File: config.mk
export PLATFORM = sky130hd
export DESIGN_NAME = decode_level_stream
export DESIGN_NICKNAME = d
export VERILOG_FILES = /design/src/rtl/decode_level_stream.sv
export SDC_FILE = /design/constraint.sdc
export NUM_CORES = 2
export LEC_CHECK = 0
export CAP_MARGIN = 20
export CORE_MARGIN = 4
export CORE_UTILIZATION = 60
export CTS_CLUSTER_DIAMETER = 30
export CTS_CLUSTER_SIZE = 10
export DETAILED_ROUTE_END_ITERATION = 7
export DONT_BUFFER_PORTS = 1
export PLACE_DENSITY = 0.76
export SLEW_MARGIN = 20
export SYNTH_ARGS = -nofsm -noshare
export SYNTH_HDL_FRONTEND = slang
export SYNTH_SLANG_ARGS = --single-unit
File: constraint.sdc
create_clock -name clk -period 9.4 [get_ports clk]
set_input_delay 0.94 -clock clk [delete_from_list [all_inputs] [get_ports clk]]
set_output_delay 0.94 -clock clk [all_outputs]
set_load 0.02 [all_outputs]
File: src/rtl/decode_level_stream.sv
// decode_level_stream: one streaming level of an NTRU Prime R/q decoder.
// Each upper-level element r is merged with 0..NBMAX little-endian bytes to
// form x, which a four-stage Barrett divider splits into (x mod M, x div M).
// The results leave as two beats, rem then q, except the odd tail element,
// which leaves as a single unsplit beat.
// Optional feature: define DECODE_LEVEL_RANGE_CHECK_EN to add the cfg_m_next
// port and a sticky err flag that is raised when a quotient is out of range.
module decode_level_stream #(
   parameter int RW    = 14,
   parameter int NBMAX = 2,
   parameter int XW    = RW + 8 * NBMAX,
   parameter int CW    = 10
) (
   input  logic          clk,
   input  logic          rst_n,
   input  logic          start,
   input  logic [RW-1:0] cfg_m,
   input  logic [XW:0]   cfg_minv,
   input  logic [CW-1:0] cfg_count,
   input  logic [1:0]    cfg_nb,
   input  logic [1:0]    cfg_last_nb,
`ifdef DECODE_LEVEL_RANGE_CHECK_EN
   input  logic [RW-1:0] cfg_m_next,
`endif
   output logic          busy,
   output logic          done,
   input  logic          r_valid,
   output logic          r_ready,
   input  logic [RW-1:0] r_data,
   input  logic          b_valid,
   output logic          b_ready,
   input  logic [7:0]    b_data,
   output logic          o_valid,
   input  logic          o_ready,
   output logic [RW-1:0] o_data,
   output logic          o_last,
   output logic          err
);

   typedef enum logic [2:0] {
      IDLE    = 3'd0,
      FETCH_R = 3'd1,
      FETCH_B = 3'd2,
      ISSUE   = 3'd3,
      DRAIN   = 3'd4,
      DONE    = 3'd5
   } state_t;

   state_t        r_state;
   logic [RW-1:0] r_cfgM;
   logic [XW:0]   r_cfgMinv;
   logic [CW-1:0] r_cfgCount;
   logic [1:0]    r_cfgNb;
   logic [1:0]    r_cfgLastNb;
   logic [CW-1:0] r_cnt;
   logic [XW-1:0] r_x;
   logic [1:0]    r_nByte;
   logic [1:0]    r_byteIdx;
   logic          r_busy;
   logic          r_done;
   logic          r_rReady;
   logic          r_bReady;

   // Divider pipeline: S1 product, S2 estimate, S3 corrected result
   logic          r_s1Valid;
   logic [XW-1:0] r_s1X;
   logic [2*XW:0] r_s1Prod;
   logic          r_s1Final;
   logic          r_s1Tail;
   logic          r_s2Valid;
   logic [XW-1:0] r_s2QHat;
   logic [XW-1:0] r_s2RemHat;
   logic [RW-1:0] r_s2XLow;
   logic          r_s2Final;
   logic          r_s2Tail;
   logic          r_s3Valid;
   logic [RW-1:0] r_s3Rem;
   logic [RW-1:0] r_s3Q;
   logic [RW-1:0] r_s3XLow;
   logic          r_s3Final;
   logic          r_s3Tail;
   logic          r_s3Phase;
   logic          r_err;

   logic [CW-1:0] w_cntNext;
   logic          w_isFinal;
   logic [1:0]    w_nSel;
   logic          w_rHs;
   logic          w_bHs;
   logic [XW-1:0] w_rShift;
   logic [XW-1:0] w_bShift;
   logic          w_finalBeat;
   logic          w_adv;
   logic          w_issue;
   logic          w_outHs;
   logic [2*XW:0] w_prod;
   logic [XW-1:0] w_mExt;
   logic [XW-1:0] w_qHat;
   logic [XW-1:0] w_qM;
   logic [XW-1:0] w_remHat;
   logic [XW-1:0] w_rem1;
   logic [XW-1:0] w_q1;
   logic [XW-1:0] w_rem2;
   logic [XW-1:0] w_q2;
   logic          w_unusedBits;

   assign w_cntNext = r_cnt + CW'(1);
   assign w_isFinal = (w_cntNext == r_cfgCount);
   assign w_nSel    = w_isFinal ? r_cfgLastNb : r_cfgNb;
   assign w_rHs     = r_valid & r_rReady;
   assign w_bHs     = b_valid & r_bReady;
   assign w_rShift  = {{(XW-RW){1'b0}}, r_data} << {w_nSel, 3'b000};
   assign w_bShift  = {{(XW-8){1'b0}}, b_data} << {r_byteIdx, 3'b000};

   // The pipeline moves only when S3 is empty or is handing off its final beat
   assign w_finalBeat = r_s3Tail | r_s3Phase;
   assign w_adv       = ~r_s3Valid | (o_ready & w_finalBeat);
   assign w_issue     = (r_state == ISSUE) & w_adv;
   assign w_outHs     = r_s3Valid & o_ready;

   assign w_prod   = {{(XW+1){1'b0}}, r_x} * {{XW{1'b0}}, r_cfgMinv};
   assign w_mExt   = {{(XW-RW){1'b0}}, r_cfgM};
   assign w_qHat   = r_s1Prod[2*XW-1:XW];
   assign w_qM     = w_qHat * w_mExt;
   assign w_remHat = r_s1X - w_qM;

   // The Barrett estimate undershoots by at most two, so two correction steps finish it
   always_comb begin
      w_rem1 = r_s2RemHat;
      w_q1   = r_s2QHat;
      if (r_s2RemHat >= w_mExt) begin
         w_rem1 = r_s2RemHat - w_mExt;
         w_q1   = r_s2QHat + XW'(1);
      end
      w_rem2 = w_rem1;
      w_q2   = w_q1;
      if (w_rem1 >= w_mExt) begin
         w_rem2 = w_rem1 - w_mExt;
         w_q2   = w_q1 + XW'(1);
      end
   end

   assign w_unusedBits = ^{r_s1Prod[2*XW], r_s1Prod[XW-1:0], w_rem2[XW-1:RW], w_q2[XW-1:RW]};

`ifdef DECODE_LEVEL_RANGE_CHECK_EN
   logic [RW-1:0] r_cfgMNext;

   // Latch the next-level modulus with the rest of the configuration
   always_ff @(posedge clk or negedge rst_n) begin
      if (!rst_n) begin
         r_cfgMNext <= '0;
      end else if (start && (r_state == IDLE)) begin
         r_cfgMNext <= cfg_m_next;
      end
   end

   // Sticky flag for any split whose full quotient cannot be a next-level element
   always_ff @(posedge clk or negedge rst_n) begin
      if (!rst_n) begin
         r_err <= 1'b0;
      end else if (start && (r_state == IDLE)) begin
         r_err <= 1'b0;
      end else if (w_adv && r_s2Valid && !r_s2Tail &&
                   (w_q2 >= {{(XW-RW){1'b0}}, r_cfgMNext})) begin
         r_err <= 1'b1;
      end
   end
`else
   assign r_err = 1'b0;
`endif

   // Control FSM: element fetch, byte merge, issue into the divider, and completion
   always_ff @(posedge clk or negedge rst_n) begin
      if (!rst_n) begin
         r_state     <= IDLE;
         r_cfgM      <= '0;
         r_cfgMinv   <= '0;
         r_cfgCount  <= '0;
         r_cfgNb     <= '0;
         r_cfgLastNb <= '0;
         r_cnt       <= '0;
         r_x         <= '0;
         r_nByte     <= '0;
         r_byteIdx   <= '0;
         r_busy      <= 1'b0;
         r_done      <= 1'b0;
         r_rReady    <= 1'b0;
         r_bReady    <= 1'b0;
      end else begin
         case (r_state)
            IDLE: begin
               if (start) begin
                  r_cfgM      <= cfg_m;
                  r_cfgMinv   <= cfg_minv;
                  r_cfgCount  <= cfg_count;
                  r_cfgNb     <= cfg_nb;
                  r_cfgLastNb <= cfg_last_nb;
                  r_cnt       <= '0;
                  r_busy      <= 1'b1;
                  r_rReady    <= 1'b1;
                  r_state     <= FETCH_R;
               end
            end
            FETCH_R: begin
               if (w_rHs) begin
                  r_x       <= w_rShift;
                  r_nByte   <= w_nSel;
                  r_byteIdx <= '0;
                  r_rReady  <= 1'b0;
                  if (w_nSel == 2'd0) begin
                     r_state <= ISSUE;
                  end else begin
                     r_bReady <= 1'b1;
                     r_state  <= FETCH_B;
                  end
               end
            end
            FETCH_B: begin
               if (w_bHs) begin
                  r_x       <= r_x | w_bShift;
                  r_byteIdx <= r_byteIdx + 2'd1;
                  if ((r_byteIdx + 2'd1) == r_nByte) begin
                     r_bReady <= 1'b0;
                     r_state  <= ISSUE;
                  end
               end
            end
            ISSUE: begin
               if (w_adv) begin
                  r_cnt <= w_cntNext;
                  if (w_isFinal) begin
                     r_state <= DRAIN;
                  end else begin
                     r_rReady <= 1'b1;
                     r_state  <= FETCH_R;
                  end
               end
            end
            DRAIN: begin
               if (w_outHs && w_finalBeat && r_s3Final) begin
                  r_busy  <= 1'b0;
                  r_done  <= 1'b1;
                  r_state <= DONE;
               end
            end
            DONE: begin
               r_done  <= 1'b0;
               r_state <= IDLE;
            end
            default: r_state <= IDLE;
         endcase
      end
   end

   // Divider stages and output serializer, all frozen together while w_adv is low
   always_ff @(posedge clk or negedge rst_n) begin
      if (!rst_n) begin
         r_s1Valid  <= 1'b0;
         r_s1X      <= '0;
         r_s1Prod   <= '0;
         r_s1Final  <= 1'b0;
         r_s1Tail   <= 1'b0;
         r_s2Valid  <= 1'b0;
         r_s2QHat   <= '0;
         r_s2RemHat <= '0;
         r_s2XLow   <= '0;
         r_s2Final  <= 1'b0;
         r_s2Tail   <= 1'b0;
         r_s3Valid  <= 1'b0;
         r_s3Rem    <= '0;
         r_s3Q      <= '0;
         r_s3XLow   <= '0;
         r_s3Final  <= 1'b0;
         r_s3Tail   <= 1'b0;
         r_s3Phase  <= 1'b0;
      end else if (w_adv) begin
         r_s1Valid  <= w_issue;
         r_s1X      <= r_x;
         r_s1Prod   <= w_prod;
         r_s1Final  <= w_isFinal;
         r_s1Tail   <= w_isFinal & r_cfgCount[0];
         r_s2Valid  <= r_s1Valid;
         r_s2QHat   <= w_qHat;
         r_s2RemHat <= w_remHat;
         r_s2XLow   <= r_s1X[RW-1:0];
         r_s2Final  <= r_s1Final;
         r_s2Tail   <= r_s1Tail;
         r_s3Valid  <= r_s2Valid;
         r_s3Rem    <= w_rem2[RW-1:0];
         r_s3Q      <= w_q2[RW-1:0];
         r_s3XLow   <= r_s2XLow;
         r_s3Final  <= r_s2Final;
         r_s3Tail   <= r_s2Tail;
         r_s3Phase  <= 1'b0;
      end else if (w_outHs) begin
         r_s3Phase <= 1'b1;
      end
   end

   assign busy    = r_busy;
   assign done    = r_done;
   assign r_ready = r_rReady;
   assign b_ready = r_bReady;
   assign o_valid = r_s3Valid;
   assign o_data  = r_s3Tail ? r_s3XLow : (r_s3Phase ? r_s3Q : r_s3Rem);
   assign o_last  = r_s3Valid & r_s3Final & w_finalBeat;
   assign err     = r_err;

endmodule
---- After elaboration in Yosys (flattened, before gate mapping) ----
Cells that the tools add are included.
storage, ports and cells
  word-level logic and storage cells ...... 132
  output and inout port bits .............. 21
  flip-flop bits (word level) ............. 310
  bits of input ports ..................... 87
cells by class
  reductions and logical operators ........ 19
  eq/ne operators ......................... 15
  bitwise gates (word level) .............. 12
  multipliers ............................. 2
  $lt $le $gt $ge ......................... 2
  multiplexer cells ....................... 41
  add/subtract/negate cells ............... 7
  shift-type cells ........................ 2
operators by type and width
  operator                 number
  $mux W30                 3
  $mux W14                 5
  $ge A30 B14 Y1           2
  $mul A30 B31 Y60         1
  $pmux W30 S2             1
  $mul A30 B14 Y30         1
  $or A30 B30 Y30          1
  $shl A14 B5 Y30          1
  $shl A8 B5 Y30           1
  $sub A30 B14 Y30         1
  $sub A30 B30 Y30         1
  $add A14 B1 Y14 const B  2
  $mux W3                  7
  $mux W10                 2
  $pmux W10 S2             1
  $ne A2 B2 Y1 const B     8
  $pmux W3 S5              1
  $sub A14 B14 Y14         1
  $mux W1                  13
  $add A10 B1 Y10 const B  1
  $eq A10 B10 Y1           1
  $reduce_and A5 Y1        2
  $reduce_bool A2 Y1       5
  $reduce_and A3 Y1        3
  other kinds (18)         35

---- Logic depth before layout (Yosys ltp) ----
  depth after elaboration ................. 7
  depth in mapped cells ................... 29
  depth with buffers taken out ............ 28

---- Least setup slack after synthesis ----
OpenSTA, ideal clock, no wires.
  path type ............................... reg2reg
  from .................................... reg r_x[22]
  to ...................................... reg r_s1Prod[52]
  setup slack ............................. 1.741 ns
  stages on the path, launching flop included .. 29
  buffers on the path ..................... 3
  setup time .............................. 0.071 ns
  clock period less this slack ............ 7.659 ns
  arrival time ............................ 7.588 ns
  required time ........................... 9.329 ns
  path through ............................ dfrtp_1 > clkbuf_1 > clkbuf_1 > nand2_1 > fa_1 > inv_1 > fa_1 > inv_1 > fa_1 > inv_1 > fa_1 > fa_1 > fa_1 > fa_1 > inv_1 > fa_1 > inv_1 > ha_1 > clkbuf_1 > nand4_1 > nor4_1 > o31ai_1 > a2111oi_0 > nor3_1 > o211a_1 > o31ai_1 > a21oi_1 > or4_1 > nand4_1
between the ends
  word-level cells in the longest chain between the ends .. 1
ends and longest elaborated chain
  item                    RTL line  source
  from (decl)             56        logic [XW-1:0] r_x;
  from (signal assigned)  206       r_x <= w_rShift;
  from (signal assigned)  220       r_x <= r_x | w_bShift;
  $mul A30 B31 Y60        121       assign w_prod = {{(XW+1){1'b0}}, r_x} * {{XW{1'b0}}, r_cfgMinv};
  to (signal assigned)    279       r_s1Prod <= w_prod;
  to (decl)               67        logic [2*XW:0] r_s1Prod;
Every way passes these cells.
A chain may end at the register's enable or synchronous reset.

---- Worst setup path after layout ----
  from .................................... reg r_x[4]
  to ...................................... reg r_s1Prod[52]
The elaborated chain is that of the path after synthesis.

==> results.cfg <==
[status]
status = completed

[finish]
drive_above_1_share_pct = 5.11
nets = 7396
design_area_mm2 = 0.0581
final_cell_mix = 1205 x inv_1, 1087 x fa_1, 816 x nand2_1, 795 x and2_1, 333 x ha_1
syn_to_final_growth_pct = 6.47
layout_commonest_cell = inv_1

[global_routing]
grt_pass1_vias = 43500
grt_max_degree = 217
antenna_found_initial = 13
grt_remaining_overflow = 0
top_usage_layer = met2
grt_pass1_wl_um = 241000
grt_util_met3_pct = 7.82
gr-usage-all-layers_pct = 32.6
grtUsageMet1_pct = 43.0
use_met2_pct = 52.1

[clock_network]
htreeDepth = 3
clock-sinks = 280
clock_latency_ns = 0.67
tritoncts = yes
clk_pin_slew_ns = 0.05
clockBufferDepth = 3
cts-root-buf = clkbuf_16
cts_buffers = 73

[critical_path]
critPathCaptureType = flip-flop
critPathArrivalTime_ns = 9.61
critical_path_class = flip-flop to flip-flop
r2r_slack_ns = 0.35
required_ns = 9.96
cp_max_fo = 17
reg2reg_to = r_s1Prod[52]$_DFFE_PN0N_
critical_path_depth = 26
critPathTopFamily = adder cells
slowest_stage = dfrtp_1
r2r-start = r_x[4]$_DFFE_PN0P_
critPathMaxStageDelay_ns = 0.81
start_kind = flip-flop
crit_end = r_s1Prod[52]$_DFFE_PN0N_
rr_worst_depth = 26
path_buf_inv = 6
crit_start = r_x[4]$_DFFE_PN0P_
path_common_cell = fa_1

[route]
first_pass_iters = 7
drc = 0
drtIter0Drc = 3581
postRouteAntennaNets = 0
vias_per_cell = 5.73
wl_per_cell_um = 21.3
num_vias = 40900
drt-total-wl_um = 152000

[logic_synthesis]
ys_async_sr_fraction_pct = 100
yosysTopAreaCell = fa_1
synth_edf_count = 0
yosysUniqueCellTypes = 81
synthTopCellsByArea = fa_1 40%, dfrtp_1 13%, and2_1 9.1%
syn_avg_cell_area_um2 = 9.02
yosysSeqAreaShare_pct = 12.8
netlist_area_mm2 = 0.0546
synthCells = 6048
synth_ff_type = dfrtp_1
synth_top_area_share_pct = 39.9
ys_ff_latch = 280
yosys_warnings = 0
synth_nets = 7555

[timing]
rsz0062_at_grt = false
max_freq_mhz = 111
setup_violations = 0
skew_ns = 0.0710
final.setup.tns_ns = 0
drv_slew = 0
slew_headroom_pct = 25.2
fin_crit_sh_pct = 96.3
tightest_slew_ns = 1.12
hold_viol = 0
fin_crit_ns = 9.05
setup_slack_ns = 0.350

[floorplanning]
dieWidth_um = 310
die_h_um = 310
pin_count = 108
die_area_mm2 = 0.0958
core-area_mm2 = 0.0901
start_util_pct = 60.5
rows = 110

[run]
drv_cap = 0

[placed_design]
portBuffers = 0
placed_area_mm2 = 0.0555
dpl.hpwl_um = 119000
gp_congestion = 0.980
post-place-ws_ns = 0.389

[hold_path]
min_path_type = input pin to async pin
metal layers:
layer / routed length (µm) / up-vias / part of all wire, %
li1: - / 17900 / -
met1: 59200 / 20800 / 39
met2: 70800 / 1868 / 47
met3: 14700 / 412 / 9.7
met4: 6910 / 4 / 4.6
met5: 26 / - / 0.017
final cells by class:
class	instances	area (µm²)
sequential	280	7010
timing repair buffer	101	797
inverter	1205	4520
multi-input combinational	4228	41800
fill	7301	32100
antenna	8	20.0
clock inverter	41	463
clock buffer	93	2030
tap	1176	1470
cells in the mapped netlist (27+ instances only):
library cell	instances
a21o_1	60
a21oi_1	174
and2_1	796
clkbuf_1	322
dfrtp_1	280
fa_1	1087
ha_1	333
inv_1	1205
mux2_2	50
mux2i_1	33
nand2_1	817
nand3_1	44
nand4_1	27
nor2_1	140
nor3_1	32
o21ai_0	177
xnor2_1	112
xor2_1	47
cells by family (layout without fill, tap and decap cells):
| logic type | Yosys count | in the layout | share of synthesized area, % |
|---|---|---|---|
| compound gates | 593 | 593 | 6.61 |
| mux | 84 | 84 | 1.66 |
| flops | 280 | 280 | 12.8 |
| xor+xnor | 159 | 159 | 2.55 |
| buf+inv | 1540 | 1440 | 10.6 |
| other cells | 1 | 9 | 0.00687 |
| simple gates | 1971 | 1971 | 18.2 |
| fa+ha+maj | 1420 | 1420 | 47.5 |
worst min-delay path by stage:
stage / endpoint / from / slack [ns]
after floorplan: r_s2Valid$_DFFE_PN0N_ / r_s2Valid$_DFFE_PN0N_ / 0.43
after global routing: r_s2RemHat[8]$_DFFE_PN0N_ / rst_n / 0.02
after CTS: r_s1X[12]$_DFFE_PN0N_ / rst_n / 0.006
after global placement: r_s2XLow[5]$_DFFE_PN0N_ / r_s2XLow[5]$_DFFE_PN0N_ / 0.45
after detailed placement: r_s2XLow[1]$_DFFE_PN0N_ / r_s2XLow[1]$_DFFE_PN0N_ / 0.46
final: r_s2RemHat[8]$_DFFE_PN0N_ / rst_n / 0.05
repair_timing:
action / CTS / global route
resized for setup: 0 / 1
setup buffers: 0 / 0
setup endpoints to repair: 0 / 1
hold buffers: 2 / 0
hold endpoints to repair: 51 / 0
state kept, by name, indices dropped and copies added (netlist names), 30 cells and up:
register	count
r_cfgMinv	31
r_x	30
r_s2RemHat	30
r_s1X	30
r_s1Prod	30
stage by stage:
step,hold slack [ns],utilization (%),cells
global route,0.0173,64.4,7129
detailed placement,0.455,61.6,6988
CTS,0.00609,64.4,7124
finish,0.0498,64.4,7132
global placement,0.449,61.6,6988
floorplan,0.430,-,6048
worst register-to-register path, cell delays in order, from the launching register on:
cell,delay [ns]
dfrtp_1,0.81
buf_4,0.37
and2_1,0.19
fa_1,0.44
fa_1,0.49
fa_1,0.51
inv_1,0.05
fa_1,0.49
inv_1,0.06
fa_1,0.51
fa_1,0.51
fa_1,0.49
inv_1,0.05
fa_1,0.48
inv_1,0.04
ha_1,0.42
nand2_1,0.16
nor4_1,0.33
o31ai_1,0.14
a2111oi_0,0.60
nor3_1,0.17
buf_4,0.20
o211a_1,0.29
o31ai_1,0.40
a21oi_1,0.19
or4_1,0.43
nand4_1,0.10
Power is left out: the tool's default activity adds up to more than one toggle a clock period on the data nets, which glitch-free logic cannot reach.
